`config.mk`:
```
export PLATFORM = sky130hd
export DESIGN_NAME = huffman_bit_packer
export DESIGN_NICKNAME = d
export VERILOG_FILES = /design/src/rtl/huffman_pkg.sv /design/src/rtl/huffman_bit_packer_bit_align_append.sv /design/src/rtl/huffman_bit_packer.sv
export SDC_FILE = /design/constraint.sdc
export NUM_CORES = 1
export LEC_CHECK = 0
export BUFFER_PORTS_ARGS = -buffer_cell sky130_fd_sc_hd__buf_2
export CORE_MARGIN = 1.5
export CORE_UTILIZATION = 30
export CTS_CLUSTER_SIZE = 14
export DETAILED_ROUTE_END_ITERATION = 7
export HOLD_SLACK_MARGIN = 0.05
export PLACE_DENSITY_LB_ADDON = 0.08
export SYNTH_ARGS = -nofsm -noshare
export SYNTH_HDL_FRONTEND = slang
export SYNTH_HIERARCHICAL = 1
export SYNTH_SLANG_ARGS = --single-unit
```
`constraint.sdc`:
```
create_clock -name clk -period 4.9 [get_ports clk]
set_input_delay 0.735 -clock clk [delete_from_list [all_inputs] [get_ports clk]]
set_output_delay 0.735 -clock clk [all_outputs]
set_load 0.01 [all_outputs]
```
`src/rtl/huffman_pkg.sv`:
```
// Shared types and constants for the Huffman bit packing stage.
package huffman_pkg;

    localparam int   CODE_W  = 64;
    localparam int   SIZE_W  = $clog2(CODE_W) + 1;
    localparam int   ACC_W   = 2 * CODE_W;
    localparam int   FILL_W  = 8;
    localparam logic PAD_BIT = 1'b1;

    // One variable-length code; code[size-1:0] is meaningful, bit size-1 goes first.
    typedef struct packed {
        logic [CODE_W-1:0] code;
        logic [SIZE_W-1:0] size;
        logic              sop;
        logic              eop;
        logic              valid;
        logic              done;
    } HuffmanBus_t;

    // Packed output word; data[CODE_W-1] is the first bit in stream order.
    typedef struct packed {
        logic [CODE_W-1:0] data;
        logic              sop;
        logic              eop;
        logic              valid;
    } fixedLength_t;

    typedef enum logic [1:0] {
        IDLE,
        ACTIVE,
        FLUSH
    } packer_state_t;

    // Number of bytes needed to hold 'bits' bits (0..64).
    function automatic logic [3:0] byte_count(input logic [6:0] bits);
        return bits[6:3] + {3'b000, |bits[2:0]};
    endfunction

endpackage

```
`src/rtl/huffman_bit_packer_bit_align_append.sv`:
```
// Combinational append of one code into the MSB-aligned accumulator at
// position 'fill'. Oversized codes are clamped to CODE_W bits and bits of
// 'code' above 'size' are masked off so stale upper bits never leak in.
module bit_align_append
    import huffman_pkg::*;
(
    input  logic [ACC_W-1:0]  acc,
    input  logic [FILL_W-1:0] fill,
    input  logic [CODE_W-1:0] code,
    input  logic [SIZE_W-1:0] size,
    output logic [ACC_W-1:0]  new_acc,
    output logic [FILL_W-1:0] new_fill
);

    logic [SIZE_W-1:0] size_c;
    logic [CODE_W-1:0] mask;
    logic [ACC_W-1:0]  aligned;

    assign size_c = (size > SIZE_W'(CODE_W)) ? SIZE_W'(CODE_W) : size;

    // Keep only the low size_c bits of the code.
    for (genvar gi = 0; gi < CODE_W; gi++) begin : g_mask
        assign mask[gi] = (SIZE_W'(gi) < size_c);
    end

    // Move the code's first bit to the accumulator MSB, then down to 'fill'.
    assign aligned  = {code & mask, {CODE_W{1'b0}}} << (SIZE_W'(CODE_W) - size_c);
    assign new_acc  = acc | (aligned >> fill);
    assign new_fill = fill + {1'b0, size_c};

endmodule

```
`src/rtl/huffman_bit_packer.sv`:
```
// Packs variable-length Huffman codes MSB-first into 64-bit words, framing
// with sop/eop, padding the final word and reporting its valid byte count.
module huffman_bit_packer
    import huffman_pkg::*;
(
    input  logic         clk,
    input  logic         rst_n,
    input  HuffmanBus_t  in_i,
    output fixedLength_t out_o,
    output logic [3:0]   eop_bytes_o,
    output logic         done_o,
    output logic         err_o
);

    packer_state_t     state_reg, state_next;
    logic [ACC_W-1:0]  acc_reg, acc_next;
    logic [FILL_W-1:0] fill_reg, fill_next;
    logic [CODE_W-1:0] flush_word_reg, flush_word_next;
    logic [3:0]        flush_bytes_reg, flush_bytes_next;
    logic              flush_done_reg, flush_done_next;
    logic              flush_sop_reg, flush_sop_next;
    logic              sop_pending_reg, sop_pending_next;
    fixedLength_t      out_reg, out_next;
    logic [3:0]        eop_bytes_reg, eop_bytes_next;
    logic              done_reg, done_next;
    logic              err_reg, err_next;

    logic [ACC_W-1:0]  base_acc, app_acc;
    logic [FILL_W-1:0] base_fill, app_fill, res_fill;
    logic [CODE_W-1:0] eop_word, res_word;
    logic [3:0]        eop_bytes, res_bytes;
    logic              sop_open;

    // A sop always starts from an empty accumulator (discarding any open frame).
    assign base_acc  = in_i.sop ? '0 : acc_reg;
    assign base_fill = in_i.sop ? '0 : fill_reg;

    bit_align_append u_append (
        .acc      (base_acc),
        .fill     (base_fill),
        .code     (in_i.code),
        .size     (in_i.size),
        .new_acc  (app_acc),
        .new_fill (app_fill)
    );

    assign sop_open  = in_i.sop | sop_pending_reg;
    assign res_fill  = app_fill - FILL_W'(CODE_W);
    assign eop_word  = app_acc[ACC_W-1:CODE_W] | ({CODE_W{PAD_BIT}} & ({CODE_W{1'b1}} >> app_fill));
    assign res_word  = app_acc[CODE_W-1:0]     | ({CODE_W{PAD_BIT}} & ({CODE_W{1'b1}} >> res_fill));
    assign eop_bytes = byte_count(app_fill[6:0]);
    assign res_bytes = byte_count(res_fill[6:0]);

    // Next-state, emit decision and output word selection.
    always_comb begin
        state_next       = state_reg;
        acc_next         = acc_reg;
        fill_next        = fill_reg;
        flush_word_next  = flush_word_reg;
        flush_bytes_next = flush_bytes_reg;
        flush_done_next  = flush_done_reg;
        flush_sop_next   = flush_sop_reg;
        sop_pending_next = sop_pending_reg;
        out_next         = '0;
        eop_bytes_next   = '0;
        done_next        = 1'b0;
        err_next         = 1'b0;

        // Residual word of a split eop leaves this cycle.
        if (state_reg == FLUSH) begin
            out_next.data  = flush_word_reg;
            out_next.valid = 1'b1;
            out_next.eop   = 1'b1;
            out_next.sop   = flush_sop_reg;
            eop_bytes_next = flush_bytes_reg;
            done_next      = flush_done_reg;
            flush_sop_next = 1'b0;
            state_next     = IDLE;
        end

        if (in_i.valid) begin
            if (!in_i.sop && state_reg != ACTIVE) begin
                // Data outside any frame is dropped.
                err_next = 1'b1;
            end else begin
                if (in_i.sop && state_reg == ACTIVE)
                    err_next = 1'b1;

                if (!in_i.eop) begin
                    state_next = ACTIVE;
                    if (app_fill > FILL_W'(CODE_W)) begin
                        out_next.data    = app_acc[ACC_W-1:CODE_W];
                        out_next.valid   = 1'b1;
                        out_next.sop     = sop_open;
                        sop_pending_next = 1'b0;
                        acc_next         = {app_acc[CODE_W-1:0], {CODE_W{1'b0}}};
                        fill_next        = res_fill;
                    end else begin
                        sop_pending_next = sop_open;
                        acc_next         = app_acc;
                        fill_next        = app_fill;
                    end
                end else if (app_fill <= FILL_W'(CODE_W)) begin
                    acc_next         = '0;
                    fill_next        = '0;
                    sop_pending_next = 1'b0;
                    if (state_reg == FLUSH) begin
                        // Output slot is taken by the residual; hold this word one cycle.
                        flush_word_next  = eop_word;
                        flush_bytes_next = eop_bytes;
                        flush_done_next  = in_i.done;
                        flush_sop_next   = sop_open;
                        state_next       = FLUSH;
                    end else begin
                        out_next.data  = eop_word;
                        out_next.valid = 1'b1;
                        out_next.eop   = 1'b1;
                        out_next.sop   = sop_open;
                        eop_bytes_next = eop_bytes;
                        done_next      = in_i.done;
                        state_next     = IDLE;
                    end
                end else begin
                    // Split eop: top word now, residual from the flush register next cycle.
                    out_next.data    = app_acc[ACC_W-1:CODE_W];
                    out_next.valid   = 1'b1;
                    out_next.sop     = sop_open;
                    sop_pending_next = 1'b0;
                    flush_word_next  = res_word;
                    flush_bytes_next = res_bytes;
                    flush_done_next  = in_i.done;
                    flush_sop_next   = 1'b0;
                    acc_next         = '0;
                    fill_next        = '0;
                    state_next       = FLUSH;
                end
            end
        end
    end

    // State and registered outputs.
    always_ff @(posedge clk or negedge rst_n) begin
        if (!rst_n) begin
            state_reg       <= IDLE;
            acc_reg         <= '0;
            fill_reg        <= '0;
            flush_word_reg  <= '0;
            flush_bytes_reg <= '0;
            flush_done_reg  <= 1'b0;
            flush_sop_reg   <= 1'b0;
            sop_pending_reg <= 1'b0;
            out_reg         <= '0;
            eop_bytes_reg   <= '0;
            done_reg        <= 1'b0;
            err_reg         <= 1'b0;
        end else begin
            state_reg       <= state_next;
            acc_reg         <= acc_next;
            fill_reg        <= fill_next;
            flush_word_reg  <= flush_word_next;
            flush_bytes_reg <= flush_bytes_next;
            flush_done_reg  <= flush_done_next;
            flush_sop_reg   <= flush_sop_next;
            sop_pending_reg <= sop_pending_next;
            out_reg         <= out_next;
            eop_bytes_reg   <= eop_bytes_next;
            done_reg        <= done_next;
            err_reg         <= err_next;
        end
    end

    assign out_o       = out_reg;
    assign eop_bytes_o = eop_bytes_reg;
    assign done_o      = done_reg;
    assign err_o       = err_reg;

endmodule

```
; ---- After elaboration in Yosys (flattened, before gate mapping)
; Cells that the tools add are included.
; Widths: inputs -> output; s select.
[op_classes]
mux = 54
reduce_logical = 7
addsub = 5
bitwise_logic = 6
n_eq_ne = 4
shift = 4
n_lt_le_gt_ge = 67
[ops]
columns = op, n
row1 = $mux 128, 3
row2 = $mux 67, 4
row3 = $lt 6x7->1 const A, 32
row4 = $mux 65, 3
row5 = $mux 64, 2
row6 = $or 128x128->128, 1
row7 = $or 64x64->64, 2
row8 = $shl 128x7->128, 1
row9 = $shr 128x8->128, 1
row10 = $shr 64x8->64 const A, 2
row11 = $lt 5x7->1 const A, 16
row12 = $and 64x64->64, 1
row13 = $lt 4x7->1 const A, 8
row14 = $mux 4, 8
row15 = $lt 3x7->1 const A, 4
row16 = $mux 1, 24
row17 = $mux 8, 3
row18 = $lt 1x7->1 const A, 2
row19 = $lt 2x7->1 const A, 2
row20 = $mux 2, 6
row21 = $add 4x1->4, 2
row22 = $add 8x7->8, 1
row23 = $gt 8x7->1 const B, 1
row24 = $le 8x7->1 const B, 1
row25 = 15 further kinds, 17
[word_totals]
output_inout_bits = 73
input_bits = 77
elab_cells = 162
register_bits = 282

; ---- Depth between registers and ports, before layout
; Gate-level depths: netlist (run 1).
[logic_depth]
depth_word = 13
mapped_depth = 29
mapped_depth_nobuf = 20

; ---- Hierarchy
; Netlist (run 1), hierarchy kept.
[by_module_without_submodules]
columns = module, seq_area_each_um2, area_per_inst_um2, cells_per_inst, n_inst
row1 = bit_align_append, 0.0, 15055.7, 2289, 1
row2 = huffman_bit_packer, 7056.8, 14362.5, 1516, 1

; ---- Least setup slack after synthesis (run 1)
; No wires, ideal clock.
[synth_path]
path_type = input to register
start = input port in_i[3] (netlist name)
end = register flush_word_reg[9]
path_buffers = 9
t_required_ns = 4.823
cell_stages = 25
setup_ns = 0.077
arrival_time_ns = 5.676
slack_ns = -0.854
path_cell_list = clkbuf_1 > clkbuf_1 > nor2b_1 > clkbuf_1 > inv_1 > buf_1 > buf_1 > clkbuf_1 > fa_1 > inv_1 > a21oi_1 > o21bai_1 > a21o_1 > a21oi_1 > xnor2_1 > buf_2 > inv_1 > ha_1 > clkbuf_1 > nor2_1 > a2111o_1 > clkbuf_1 > a31oi_1 > nor2_1 > a21oi_1
[synth_between]
elab_chain_cells = 6
elab_cells_between_ends = 18
classes_between = add/sub (2) / order compare (1) / eq/ne (1) / shift (3) / mux (4) / bitwise (4) / reduce/logical (3)
[synth_lines]
columns = element, line_no
row1 = "start, declared", huffman_bit_packer.sv:8  ; input HuffmanBus_t in_i,
row2 = $mux 8 (*), huffman_bit_packer.sv:36  ; assign base_fill = in_i.sop ? '0 : fill_reg;
row3 = net base_fill[1], huffman_bit_packer.sv:29  ; logic [FILL_W-1:0] base_fill, app_fill, res_fill;
row4 = $add 8x7->8 (*), huffman_bit_packer_bit_align_append.sv:29  ; assign new_fill = fill + {1'b0, size_c};
row5 = net app_fill[6], huffman_bit_packer.sv:29
row6 = $sub 8x7->8 / $shr 64x8->64 (equally long branches), "huffman_bit_packer.sv:48, huffman_bit_packer.sv:49"
row7 = $shr 64x8->64 / $or 64x64->64 (equally long branches), "huffman_bit_packer.sv:50, huffman_bit_packer.sv:49"
row8 = $or 64x64->64 / $mux 64 (equally long branches), "huffman_bit_packer.sv:50, huffman_bit_packer.sv:107"
row9 = $mux 64, huffman_bit_packer.sv:103  ; end else if (app_fill <= FILL_W'(CODE_W)) begin
row10 = "end signal, assigned", huffman_bit_packer.sv:160  ; flush_word_reg <= flush_word_next;
row11 = "end, declared", huffman_bit_packer.sv:18  ; logic [CODE_W-1:0] flush_word_reg, flush_word_next;
; Mark *: on every way through the listed nets, which the timed path passes. The rest lies on a longest branch. The select of a mux whose other input is x is not followed.
; A chain may end at the register's enable or synchronous reset.

==> impl_results.md, run 1 <==
- IO Pins: 150
- Starting DRC count in detailed routing: 5,387
- FMAX: 195 MHz
- Initial antenna violation count: 7
- Peak fanout along the critical path: 7
- Fill cells: 9,691
- WL met3: 25,700 um
- Sequential fraction of the synthesis area: 24.0%
- Fin. Hold Viols: 0
- Slowest stage cell, crit path: or3b_4
- Ys Warns: 6
- Worst Setup Start Kind: input port
- Cell mode on critical path: buf_4
- R2R Path End: out_o[11]$_DFF_PN0_
- Reg-to-reg slack, setup: around 570 ps
- Pre-CTS setup slack: -1770 ps
- CTS clk-pin slew, worst paths: 60 ps
- Max rail drop VDD: ~0.31 mV
- Cts hold-fix bufs: 0
- Violated checks: setup timing
- R2r startpoint: fill_reg[0]$_DFFE_PN0P_
- Critical Path End: out_o[20]$_DFF_PN0_
- Synth top area cells: dfrtp_1 (24%), nand2_1 (5.3%), mux2i_1 (5.0%)
- LEAKAGE: 0.0203 uW
- Tot Pwr: approximately 20,000 uW
- Clk Latency, worst-skew pair: ~640 ps
- Endpoints failing setup: between 100 and 150
- CTS buffer count: 31
- HP Class: input port to asynchronous set/reset pin
- M1 WL: 94,500 um
- Req. time, crit path: 5390 ps
- First-pass iteration count of the detailed router: 6
- DR DRC count: 0
- Max transition margin: about a quarter
- DIE HEIGHT: 316 um
- Syn avg cell area: between 7 and 8 sq um
- Final WL: 212,000 um
- Core Area: 0.0970 sq mm
- Port buffer count: 149
- Footprint of the multi-input gates: 0.0244 sq mm
- GRT Total Usage: 41.1%
- Via count: 39,708
- Top-area cell type share of the netlist area: a little under a quarter
- Synth-to-Final Area Change: 60.3%
- Ys async rst share: 100%
- Skew final: 12.9 ps
- Synth cell count leaders: nand2_1 (417), nor2_1 (297), dfrtp_1 (282)
- Starting density of the core: between 30% and 40%
- Power per cell area: ~420 mW/mm^2
- Synth Flop Type: dfrtp_1
- Syn Nets: approximately 3,900
- Period utilisation layout: 105%
- Die ar.: 0.0999 sq mm
- Data arrival, critical path: between 5000 and 6000 ps
- Largest stage delay on the critical path: about 460 ps
- Top-count cell post-synth: nand2_1
- CTS tree: yes
- Sink Count: ~280
- Largest net degree at the start of global routing: ~120
- Die Wd: 316 um
- WL/cell: 33.4 um
- Crit Path Class: input port to flop
- Tmin final: 5120 ps
- CP endpoint kind: flop
- Vias in the first global route: 37,525
- Syn Inst Count: 3,805
- Crit path from: in_i[10]
- CTS max path bufs: 3
- Path depth of the worst reg2reg path: 20
- Fraction of layout cells with a size suffix above 1: 46.4%
- Status: complete, but fails checks
- GPL Wtd Cong: 1.06
- Root Driver: clkbuf_16
- Post-synth top area cell: dfrtp_1
- Htree depth: 1
- WL met2: 82,800 um
- Vias per Instance: 6.26
- GR Overflow Total: 0
- Unrepaired setup endpoints after global routing: yes
- Measured slew at the worst slew-check pin: 1130 ps
- Final HPWL DP: 170,000 um
- Post-synth EDFFs: 0
- Final setup margin: -225 ps
- Final-stage net count: a little over 5,000
- Synth Cell Area: 0.0294 sq mm
- Synth unique cells: between 100 and 150
- Flops & latches, synth: 282
- Max_cap viols: 0
- Sequential cell area: ~0.0071 sq mm
- Final ANT Viol Nets: 0
- Max reg flops: 128
- First-pass GRT wire length: 294,000 um
- Final-report max-slew violation count: 0
- Top routing layer in use: met5
- Rows: 114
==> cell type report <==
cell class / instances / share of cell area (%)
Tap cell: 1276 / 3.39
Multi-Input combinational cell: 3112 / 51.8
Antenna cell: 6 / 0.0318
Timing Repair Buffer: 1562 / 27.2
Clock inverter: 13 / 0.252
Inverter: 51 / 0.438
Clock buffer: 41 / 1.87
Sequential cell: 282 / 15.0
==> routing by layer <==
layer,vias to the layer above,global-route usage [%]
li1,17123,-
met3,419,12.0
met1,19761,60.6
met2,2399,56.1
met5,-,0
met4,6,13.3
==> stage by stage <==
| step | util [%] | hold WS, ps | std cells | area [sq um] | TNS [ps] |
|---|---|---|---|---|---|
| after floorplan | - | 439 | 3805 | 30100 | -20060 |
| after global placement | 42.6 | 455 | 6152 | 41300 | -300950 |
| after detailed placement | 42.6 | 457 | 6152 | 41300 | -292240 |
| after CTS | 46.7 | 107 | 6285 | 45300 | -1200 |
| after global routing | 48.6 | 130 | 6339 | 47100 | -23040 |
| final | 48.6 | 78.3 | 6343 | 47200 | -10930 |
==> layout by cell type, fill, tap and decap left out, drive strengths merged, types with 18 or more instances in the layout <==
| cell type | instances |
|---|---|
| o22ai | 72 |
| nor2b | 157 |
| a211o | 27 |
| nand2b | 33 |
| a22o | 82 |
| clkbuf | 42 |
| mux2i | 149 |
| dfrtp | 282 |
| nand4 | 34 |
| or3 | 20 |
| mux2 | 37 |
| a221oi | 34 |
| o221ai | 33 |
| o31ai | 66 |
| nor3 | 98 |
| a32oi | 32 |
| o2111ai | 36 |
| nor4 | 19 |
| o21a | 21 |
| a22oi | 69 |
| a211oi | 97 |
| a21o | 61 |
| a221o | 26 |
| buf | 1561 |
| nand3 | 146 |
| a21oi | 238 |
| o32ai | 25 |
| or2 | 18 |
| o21bai | 36 |
| a2111oi | 21 |
| nand2 | 418 |
| a31oi | 64 |
| o21ai | 306 |
| inv | 52 |
| nor2 | 305 |
| o211ai | 89 |
==> power by group <==
group	internal (uW)	switching (uW)
clock network	1320	1110
registers	2990	354
logic	5900	8250
total	10200	9710
==> timing repair <==
action,CTS,global route
setup buffers,80,53
gates cloned,3,1
pin swaps,148,156
gates resized for setup,451,306
setup endpoints to repair,249,233
==> critical path: cells and delay by family <==
kind	cells	cell delay (ps)
AO/OA/AOI/OAI	10	2190
buffers and inverters	8	1090
AND/OR/NAND/NOR	5	1040
multiplexers	1	330
adder cells (fa/ha/maj)	1	190
==> worst min-delay path by stage <==
stage | start | end | slack, ps | cells past startpoint
floorplan | rst_n | acc_reg[0]$_DFFE_PN0P_ | 440 | 0
global placement | acc_reg[65]$_DFFE_PN0P_ | acc_reg[65]$_DFFE_PN0P_ | 450 | 1
detailed placement | flush_word_reg[45]$_DFFE_PN0P_ | out_o[48]$_DFF_PN0_ | 460 | 2
CTS | rst_n | acc_reg[84]$_DFFE_PN0P_ | 110 | 1
global route | rst_n | flush_word_reg[35]$_DFFE_PN0P_ | 130 | 1
finish | rst_n | acc_reg[109]$_DFFE_PN0P_ | 80 | 1
==> cell families (layout without fill, tap and decap cells) <==
kind of cell	after synthesis	count (layout)	share of synthesized area [%]
AOI/OAI and AO/OA	1567	1567	38.6
xor gates and xnor gates	10	10	0.298
adders and majority gates	14	14	0.621
buffers and inverters	413	1667	6.69
DFF	282	282	24.0
muxes	200	200	7.63
other	0	6	0
and+or+nand+nor	1319	1321	22.1
Note: power is estimated with default switching activity, not from simulation.
==> inputs of run 2 (changes only) <==
PLACE_DENSITY = 0.46   (was not set)
PLACE_DENSITY_LB_ADDON = not set   (was 0.08)
==> run 2 against run 1 <==
Compared with the run above:
- the run still ends with setup timing left
- critical path depth up 6
- clock power up 15%
- hold slack better by 84 ps
- setup slack worse by 69 ps
- clock skew up 26 ps
- first-iteration DRC count down 15%
- die area unchanged
- sequential power down 1%
- core utilization up 2.4 points
- largest power group unchanged
==> impl_results.md, run 2 (synthesis gave the netlist of run 1 again) <==
- Post-DP Area: 0.0414 sq mm (about the same)
- CTS clk-pin slew, worst paths: 60 ps (about the same)
- Skew final: 39.0 ps (+26.1 ps)
- Critical Path End: flush_word_reg[23]$_DFFE_PN0P_
- Final-report max-slew violation count: 0 (unchanged)
- Cts hold-fix bufs: 0 (unchanged)
- First-pass iteration count of the detailed router: 8 (+2)
- Unrepaired setup endpoints after global routing: yes
- Largest stage delay on the critical path: 570 ps (+110 ps)
- DIE HEIGHT: 316 um (unchanged)
- Fraction of layout cells with a size suffix above 1: 50.6% (+4.2 points)
- Sink Count: 282 (unchanged)
- Data arrival, critical path: 5690 ps (+70 ps)
- Htree depth: 2 (+1)
- Violated checks: setup timing
- Tmin final: 5190 ps (+68.7 ps)
- Tot Pwr: 20,800 uW (+4.5%)
- Req. time, crit path: 5400 ps (about the same)
- Setup_tns: -11,590 ps (-662 ps)
- Endpoints failing setup: 116 (-13%)
- Measured slew at the worst slew-check pin: 889 ps (-242 ps)
- DR DRC count: 0 (unchanged)
- Crit Path Class: input port to flop
- Vias in the first global route: 38,270 (+2.0%)
- Die ar.: 0.0999 sq mm (unchanged)
- Busiest layer in global routing: met2
- GRT Total Usage: 39.7% (-1.3 points)
- Cell mode on critical path: buf_6
- Final WL: 206,000 um (-2.6%)
- WL/cell: 32.0 um (-4.0%)
- Max transition margin: 40.5% (+16 points)
- Via count: 39,926 (+0.55%)
- Starting DRC count in detailed routing: 4,601 (-15%)
- Post-route cell area: 0.0495 sq mm (+5.0%)
- Max reg flops: 128 (unchanged)
- Most common cell after layout, fill and taps aside: buf_4
- GR Overflow Total: 0 (unchanged)
- Root Driver: clkbuf_16
- M3 GR Usage: 7.99% (-4.0 points)
- Starting density of the core: 30.3% (unchanged)
- Reg-to-reg slack, setup: 250 ps (-320 ps)
- Final setup margin: -293 ps (-68.7 ps)
- GPL Wtd Cong: 1.03 (-3.4%)
- Footprint of the multi-input gates: 0.0257 sq mm (+5.1%)
- Fill cells: 9,397 (-3.0%)
- Most frequent cells in the layout: buf_4 (1,237), nand2_1 (376), dfrtp_1 (282)
- R2r startpoint: fill_reg[0]$_DFFE_PN0P_
- Final HPWL DP: 162,000 um (-4.3%)
- Port buffer count: 149 (unchanged)
- Layout Utilization: 51.1% (+2.4 points)
- Sequential cell area: 0.00706 sq mm (unchanged)
- Path depth of the worst reg2reg path: 20 (unchanged)
- Met2 Use GR: 61.9% (+5.7 points)
- Clk Latency, worst-skew pair: 590 ps (-50 ps)
- CTS tree: yes
- Die Wd: 316 um (unchanged)
- Power per cell area: 420 mW/mm^2 (-0.45%)
- Max_cap viols: 0 (unchanged)
- Final-stage net count: 5,220 (+1.7%)
- CP endpoint kind: flop
- First-pass GRT wire length: 287,000 um (-2.2%)
- Synth-to-Final Area Change: 68.3%
- FMAX: 193 MHz (-1.3%)
- Slowest stage cell, crit path: mux4_2
- Vias per Instance: 6.21 (-0.83%)
- Peak fanout along the critical path: 6 (-1)
- Initial antenna violation count: 3 (-4)
- Period utilisation layout: 106% (+1.4 points)
- LEAKAGE: 0.0212 uW (+4.5%)
- IO Pins: 150 (unchanged)
- Final ANT Viol Nets: 0 (unchanged)
- Status: complete, but fails checks
- R2R Path End: flush_word_reg[29]$_DFFE_PN0P_
- Worst Setup Start Kind: input port
- CTS buffer count: 36 (+16%)
- Crit path from: in_i[10]
- Largest net degree at the start of global routing: 87 (-26%)
- CTS max path bufs: 3 (unchanged)
- Met1 usage: 52.5% (-8.1 points)
- Max rail drop VDD: 0.480 mV (+53%)
- HP Class: input port to asynchronous set/reset pin
- Fin. Hold Viols: 0 (unchanged)
- Rows: 114 (unchanged)
- Core Area: 0.0970 sq mm (unchanged)
run 2: changes by cell type in the layout (fill, tap and decap cells not counted), moves of 11 or more:
cell	delta
o21ai_0	-19
nand2_1	-15
buf_6	+90
o21ai_2	+18
nor3_1	-11
a21oi_2	+12
a21oi_1	-18
nor2_1	-14
run 2: through the flow:
stage,hold WS (ps),setup slack (ps),cells
after floorplan,439,-434,3805
after global placement,452,-1960,6174
after detailed placement,459,-1860,6174
after CTS,191,-205,6342
after global routing,217,-362,6429
final,162,-293,6431
run 2: metal layers:
layer	wire, um	share of wire [%]
met1	85800	42
met2	90500	44
met3	17600	8.6
met4	12100	5.9
met5	41	0.020
run 2: timing repair:
| item | 4_1_cts | 5_1_grt |
|---|---|---|
| resized for setup | 457 | 652 |
| setup endpoints to repair | 248 | 243 |
| pin swaps | 157 | 327 |
| gates cloned | 1 | 0 |
| setup buffers | 120 | 115 |
run 2: final cells by class:
cell class	count	share of cell area, %
Clock inverter	8	0.265
Sequential cell	282	14.2
Tap cell	1276	3.22
Clock buffer	54	2.18
Timing Repair Buffer	1648	27.8
Multi-Input combinational cell	3110	51.9
Antenna cell	2	0.0101
Inverter	51	0.412
run 2: how the worst min path moves through the flow:
stage	endpoint	slack, ps	cells past startpoint
CTS	acc_reg[32]$_DFFE_PN0P_	190	1
detailed placement	out_o[49]$_DFF_PN0_	460	2
global route	acc_reg[39]$_DFFE_PN0P_	220	1
floorplan	acc_reg[0]$_DFFE_PN0P_	440	0
global placement	acc_reg[67]$_DFFE_PN0P_	450	1
finish	acc_reg[39]$_DFFE_PN0P_	160	1
run 2: power by group:
part	leakage, uW	switching, uW	internal, uW
clock network	0.000584	1170	1630
registers	0.00374	303	2990
logic	0.0168	8440	6290
total	0.0212	9910	10900
run 2: worst max-delay path: cells and delay by family:
family,cells,cell delay [ps]
AND/OR/NAND/NOR,6,950
AO/OA/AOI/OAI,7,1210
adder cells (fa/ha/maj),1,190
multiplexers,1,570
buffers and inverters,16,2000
